### config.mk
export PLATFORM = sky130hd
export DESIGN_NAME = ones_count_detector
export DESIGN_NICKNAME = d
export VERILOG_FILES = /design/src/rtl/ones_count_detector_pkg.sv /design/src/rtl/ones_count_detector_sat_counter.sv /design/src/rtl/ones_count_detector.sv
export SDC_FILE = /design/constraint.sdc
export NUM_CORES = 1
export LEC_CHECK = 0
export CAP_MARGIN = 20
export CORE_MARGIN = 3
export CORE_UTILIZATION = 40
export CTS_CLUSTER_DIAMETER = 100
export DETAILED_ROUTE_END_ITERATION = 8
export GPL_TIMING_DRIVEN = 0
export HOLD_SLACK_MARGIN = 0.1
export PLACE_DENSITY = 0.78
export SYNTH_ARGS = -nofsm -noshare
export SYNTH_HDL_FRONTEND = slang
export SYNTH_SLANG_ARGS = --single-unit
### constraint.sdc
create_clock -name clk -period 4.1 [get_ports clk]
set_clock_uncertainty 0.1 [all_clocks]
set_input_delay 0.82 -clock clk [delete_from_list [all_inputs] [get_ports clk]]
set_output_delay 0.82 -clock clk [all_outputs]
set_load 0.01 [all_outputs]
### src/rtl/ones_count_detector_pkg.sv
// Shared definitions for the ones-count detector: detection mode encodings and counter sizing.
// Pure declarations; no logic, latency or flow control of its own.
package ocd_pkg;

  localparam logic MODE_CUMULATIVE  = 1'b0;
  localparam logic MODE_CONSECUTIVE = 1'b1;

  // A one-bit position counter is still required when N == 2, where $clog2 already gives 1.
  function automatic int cnt_width(input int n);
    return (n <= 2) ? 1 : $clog2(n);
  endfunction

endpackage

### src/rtl/ones_count_detector_sat_counter.sv
// Saturating up-counter; value updates on the edge after inc and sticks at all ones.
// No backpressure: inc is taken every cycle it is high, clr overrides inc.
module sat_counter #(
  parameter int W = 8
) (
  input  logic         clk,
  input  logic         rst,
  input  logic         clr,
  input  logic         inc,
  output logic [W-1:0] value,
  output logic         sat
);

  assign sat = &value;

  always_ff @(posedge clk or posedge rst) begin
    if (rst) begin
      value <= '0;
    end else if (clr) begin
      value <= '0;
    end else if (inc && !sat) begin
      value <= value + 1'b1;
    end
  end

endmodule

### src/rtl/ones_count_detector.sv
// Counts enabled '1' samples and raises hit on every Nth; hit is same-cycle, flag/hits follow one edge later.
// No backpressure: one sample per enabled cycle, clr takes priority over sampling.
module ones_count_detector
  import ocd_pkg::*;
#(
  parameter int N     = 4,
  parameter int HIT_W = 8
) (
  input  logic                    clk,
  input  logic                    rst,
  input  logic                    en,
  input  logic                    clr,
  input  logic                    mode,
  input  logic                    data,
  output logic                    hit,
  output logic                    flag,
  output logic [cnt_width(N)-1:0] count,
  output logic [HIT_W-1:0]        hits,
  output logic                    hits_sat
);

  localparam int               CNT_W = cnt_width(N);
  localparam logic [CNT_W-1:0] LAST  = CNT_W'(N - 1);

  logic at_last;

  assign at_last = (count == LAST);
  assign hit     = !rst && !clr && en && data && at_last;

  always_ff @(posedge clk or posedge rst) begin
    if (rst) begin
      count <= '0;
      flag  <= 1'b0;
    end else if (clr) begin
      count <= '0;
      flag  <= 1'b0;
    end else if (!en) begin
      flag  <= 1'b0;
    end else if (data) begin
      // Wrap instead of overlapping: the next hit needs a fresh group of N ones.
      if (at_last) begin
        count <= '0;
        flag  <= 1'b1;
      end else begin
        count <= count + 1'b1;
        flag  <= 1'b0;
      end
    end else begin
      flag <= 1'b0;
      if (mode == MODE_CONSECUTIVE) begin
        count <= '0;
      end
    end
  end

  sat_counter #(
    .W(HIT_W)
  ) u_hits (
    .clk  (clk),
    .rst  (rst),
    .clr  (clr),
    .inc  (hit),
    .value(hits),
    .sat  (hits_sat)
  );

endmodule
## After elaboration in Yosys (flattened, before gate mapping)

Cells that the tools add are included.

| storage, ports and cells | value |
|---|---|
| bits in registers | 11 |
| input port bits | 6 |
| output and inout bits | 13 |
| word-level logic and storage cells | 30 |

| cells by class | value |
|---|---|
| add/subtract/negate cells | 2 |
| eq/ne operators | 1 |
| multiplexer cells | 11 |
| reduce and logical (&&, ||, !) cells | 13 |

Operator list:

| cell | count |
|---|---|
| 2-to-1 mux 8 bit | 2 |
| 2-to-1 mux 2 bit | 5 |
| adder 8 x 1 -> 8 bit (second input constant) | 1 |
| AND reduction 8 bit | 1 |
| logical AND 1 bit | 5 |
| 2-to-1 mux 1 bit | 4 |
| nonzero test 2 bit | 2 |
| logical NOT 1 bit | 3 |
| nonzero test 3 bit | 1 |
| adder 2 x 1 -> 2 bit (second input constant) | 1 |
| == test 2 bit (second input constant) | 1 |
| AND reduction 2 bit | 1 |

## Longest topological paths before layout

| depth | value |
|---|---|
| word-level depth | 8 |
| depth in mapped cells | 6 |
| depth with buffers taken out | 6 |

## Cells and area by module

A second synthesis with hierarchy kept.

| unflattened totals | value |
|---|---|
| cells, all modules | 61 |
| area total of the unflattened synthesis | 638.1 µm² |

By module, submodules not included:

| module | instances | cells an instance | area an instance (µm²) | sequential area each (µm²) |
|---|---|---|---|---|
| sat_counter | 1 | 46 | 471.7 | 200.2 |
| ones_count_detector | 1 | 15 | 166.4 | 75.1 |

## Worst setup path before layout

OpenSTA, ideal clock, no wires.

| timing path | value |
|---|---|
| path type | input port to output port |
| start | input port clr |
| end | output port hit |
| arrival | 1.283 ns |
| setup slack | 1.897 ns |
| stages | 2 |
| buffers on the path | 0 |
| path through | nand4b_4 > nor2_1 |

| on the way | value |
|---|---|
| cells in the longest elaborated chain, start to end | 5 |

Ends and longest elaborated chain:

| item | line | source |
|---|---|---|
| start, declared | ones_count_detector.sv:12 | `input logic clr,` |
| logical NOT 1 bit | ones_count_detector.sv:28 | `assign hit = !rst && !clr && en && data && at_last;` |
| logical AND 1 bit (4 in series) | ones_count_detector.sv:28 |  |
| end, declared | ones_count_detector.sv:15 | `output logic hit,` |

Every way passes these cells.

## Final worst setup path

| timing path | value |
|---|---|
| start | input port en |
| end | output port hit |

| on the way | value |
|---|---|
| cells in the longest elaborated chain, start to end | 3 |

Ends and longest elaborated chain:

| item | line | source |
|---|---|---|
| start, declared | ones_count_detector.sv:11 | `input logic en,` |
| logical AND 1 bit (3 in series) | ones_count_detector.sv:28 |  |

Every way passes these cells.

==> flow_summary.ini <==
[synth]
synth_area_leaders = dfrtp_1 44%, nor2_1 5.4%, nand3_1 4.8%
syn_inst = 61
synth.ff_latch_count = 11
yosysTopAreaCell = dfrtp_1
synth_nets = 69
ys_types = 29
syn_avg_cell_area_um2 = 10.3
yosysWarnings = 0
yosysTopAreaCellShare_pct = 43.7
seq_area_frac_synth_pct = 43.7
syn_area_um2 = 629

[setup_path]
cp.arrival_ns = 2.38
crit_fanout = 4
timing.rr.end = u_hits.value[5]
cp-start-kind = input pin
rrSetupSlack_ns = 2.23
cp.required_ns = 3.18
reg2regPathDepth = 5
cp-end-kind = output pin
timing.rr.start = u_hits.value[0]
path_class = in2out

[place]
io_buffer_count = 18
dp_hpwl_um = 1040
globalplace.congestion = 0.721
pre_cts_slack_ns = 0.806

[floorplan]
die_h_um = 45.7
die_x_um = 45.7
core_region_area_mm2 = 0.00138
die-area_mm2 = 0.00209
boundaryPins = 19
initial_core_util_pct = 45.5
rows = 13

[power]
max-vdd-ir-drop_uv = 136
p_leak_nw = 0.373
power.density_mw_per_mm2 = 234
power_uw = 200

[clock_network]
clk_pin_slew_worst_paths_ns = 0.07
clock_sink_count = 11
numCtsBuffers = 3
htreeDepth = 1
post-cts-setup-buffers = 0
root_buffer = clkbuf_4
cts_tree = yes
cts_hold_buf = 0
clock_latency_ns = 0.26
cts_buffer_depth = 2
cts_resized = 0

[routing]
wl_per_cell_um = 14.4
top_layer_used = met4
wl_um = 1410
drtIter0Drc = 8
wl_met3_um = 121
met2_length_um = 648
avgViaCountPerCell = 5.84
remaining_drc_errors = 0
first_pass_iters = 4
wl_met1_um = 627
antenna_left = 0
vias = 572

[layout]
nets = 92
drive_gt1_share_pct = 8.43
areaGrowthSynthToFinish_pct = 35.8
postLayoutCoreUtil_pct = 61.8
insertedDiodeCount = 0

[job]
max_cap_violations = 0

[timing]
setup_tns_ns = 0
grt_setup_unrepaired = false
fin_crit_ns = 3.30
fmax_ghz = 0.303
worst_pin_slew_ns = 0.522
hold_violations = 0
drv_slew = 0
setup_viol = 0
hold-worst-slack_ns = 0.465
relSlewSlack_pct = 65.2
fin_ws_ns = 0.797
finalCritPeriodShare_pct = 80.6

[worst_hold_path]
min_path_type = reg2reg
hold_path.startpoint = count[1]
min_to = count[1]
min_path_cells = 2

[grt]
antenna_found_initial = 0
grt_usage_pct = 15.3
grt_pass1_vias = 531
grt_max_degree = 14
grt_pass1_wl_um = 2330
grt-ovfl-total = 0

[status]
status = completed
==> worst max-delay path, stage by stage <==
cell and delay [ns]:
clkdlybuf4s50_1 0.56, nand4b_4 0.17, nor2_1 0.24, clkdlybuf4s50_1 0.59
==> layout by cell type (no fill, tap or decap), types with 2 or more instances in the layout <==
cell type and n:
clkdlybuf4s50_1 18, a32oi_1 2, xnor2_1 2, clkbuf_4 3, o21ai_0 2, dfrtp_1 11, nor2_1 9, ha_1 2
a311oi_1 2, nand3_1 6, a21oi_1 3, clkbuf_1 2, nand2_1 3
==> cell families (layout without fill, tap and decap cells) <==
logic type | count (synthesis) | in the layout | share of synthesized area (%)
AO/OA/AOI/OAI | 13 | 13 | 16.7
XOR/XNOR | 2 | 2 | 2.78
buffers and inverters | 3 | 25 | 2.58
AND/OR/NAND/NOR | 28 | 28 | 26.8
flip-flops | 11 | 11 | 43.7
adder cells (fa/ha/maj) | 2 | 2 | 3.98
multiplexers | 2 | 2 | 3.38
==> how the worst max path moves through the flow <==
stage / from / endpoint / depth (start not counted)
6_report: en / hit / 4
5_1_grt: en / hit / 4
4_1_cts: en / hit / 4
3_5_place_dp: en / hit / 4
3_3_place_gp: en / hit / 4
2_1_floorplan: clr / hit / 2
==> flip-flops by register name, indices dropped and copies added, names as in the netlist <==
| signal | flops |
|---|---|
| flag | 1 |
| count | 2 |
| u_hits.value | 8 |
==> layout make-up <==
cell class | instances | area (µm²)
inverters | 2 | 12.5
fillers | 121 | 528
clock buffers | 4 | 26.3
well taps | 15 | 18.8
multi-input cells | 47 | 338
repair buffers | 18 | 180
plain buffers | 1 | 3.75
flip-flops and latches | 11 | 275
==> synthesized netlist by cell type, drive strengths merged <==
master,n
dfrtp,11
nor2,9
nand3,6
a21oi,3
nand2,3
a311oi,2
a32oi,2
ha,2
nand4b,2
o21ai,2
xnor2,2
a31oi,1
and4,1
clkbuf,1
clkinv,1
inv,1
mux2,1
mux2i,1
nand2b,1
nand4,1
nor2b,1
nor3b,1
nor4,1
o211a,1
o211ai,1
o31ai,1
or3,1
or4,1
==> through the flow <==
stage	cell area [µm²]	instances
after floorplan	629	61
after global placement	828	94
after detailed placement	828	94
after CTS	855	98
after global routing	855	98
final	855	98
==> where the power goes <==
group | internal (mW) | switching [mW] | leakage, nW
Sequential | 0.109 | 0.000810 | 0.153
Clock | 0.0376 | 0.0355 | 0.0150
Combinational | 0.00798 | 0.00867 | 0.205
Total | 0.155 | 0.0450 | 0.373
==> per-layer routing <==
metal / vias up / GRT usage (%)
met3: 2 / 3.56
li1: 276 / -
met1: 264 / 22.1
met5: - / 0
met4: 0 / 5.26
met2: 30 / 22.3
(Power assumes the default switching activity.)
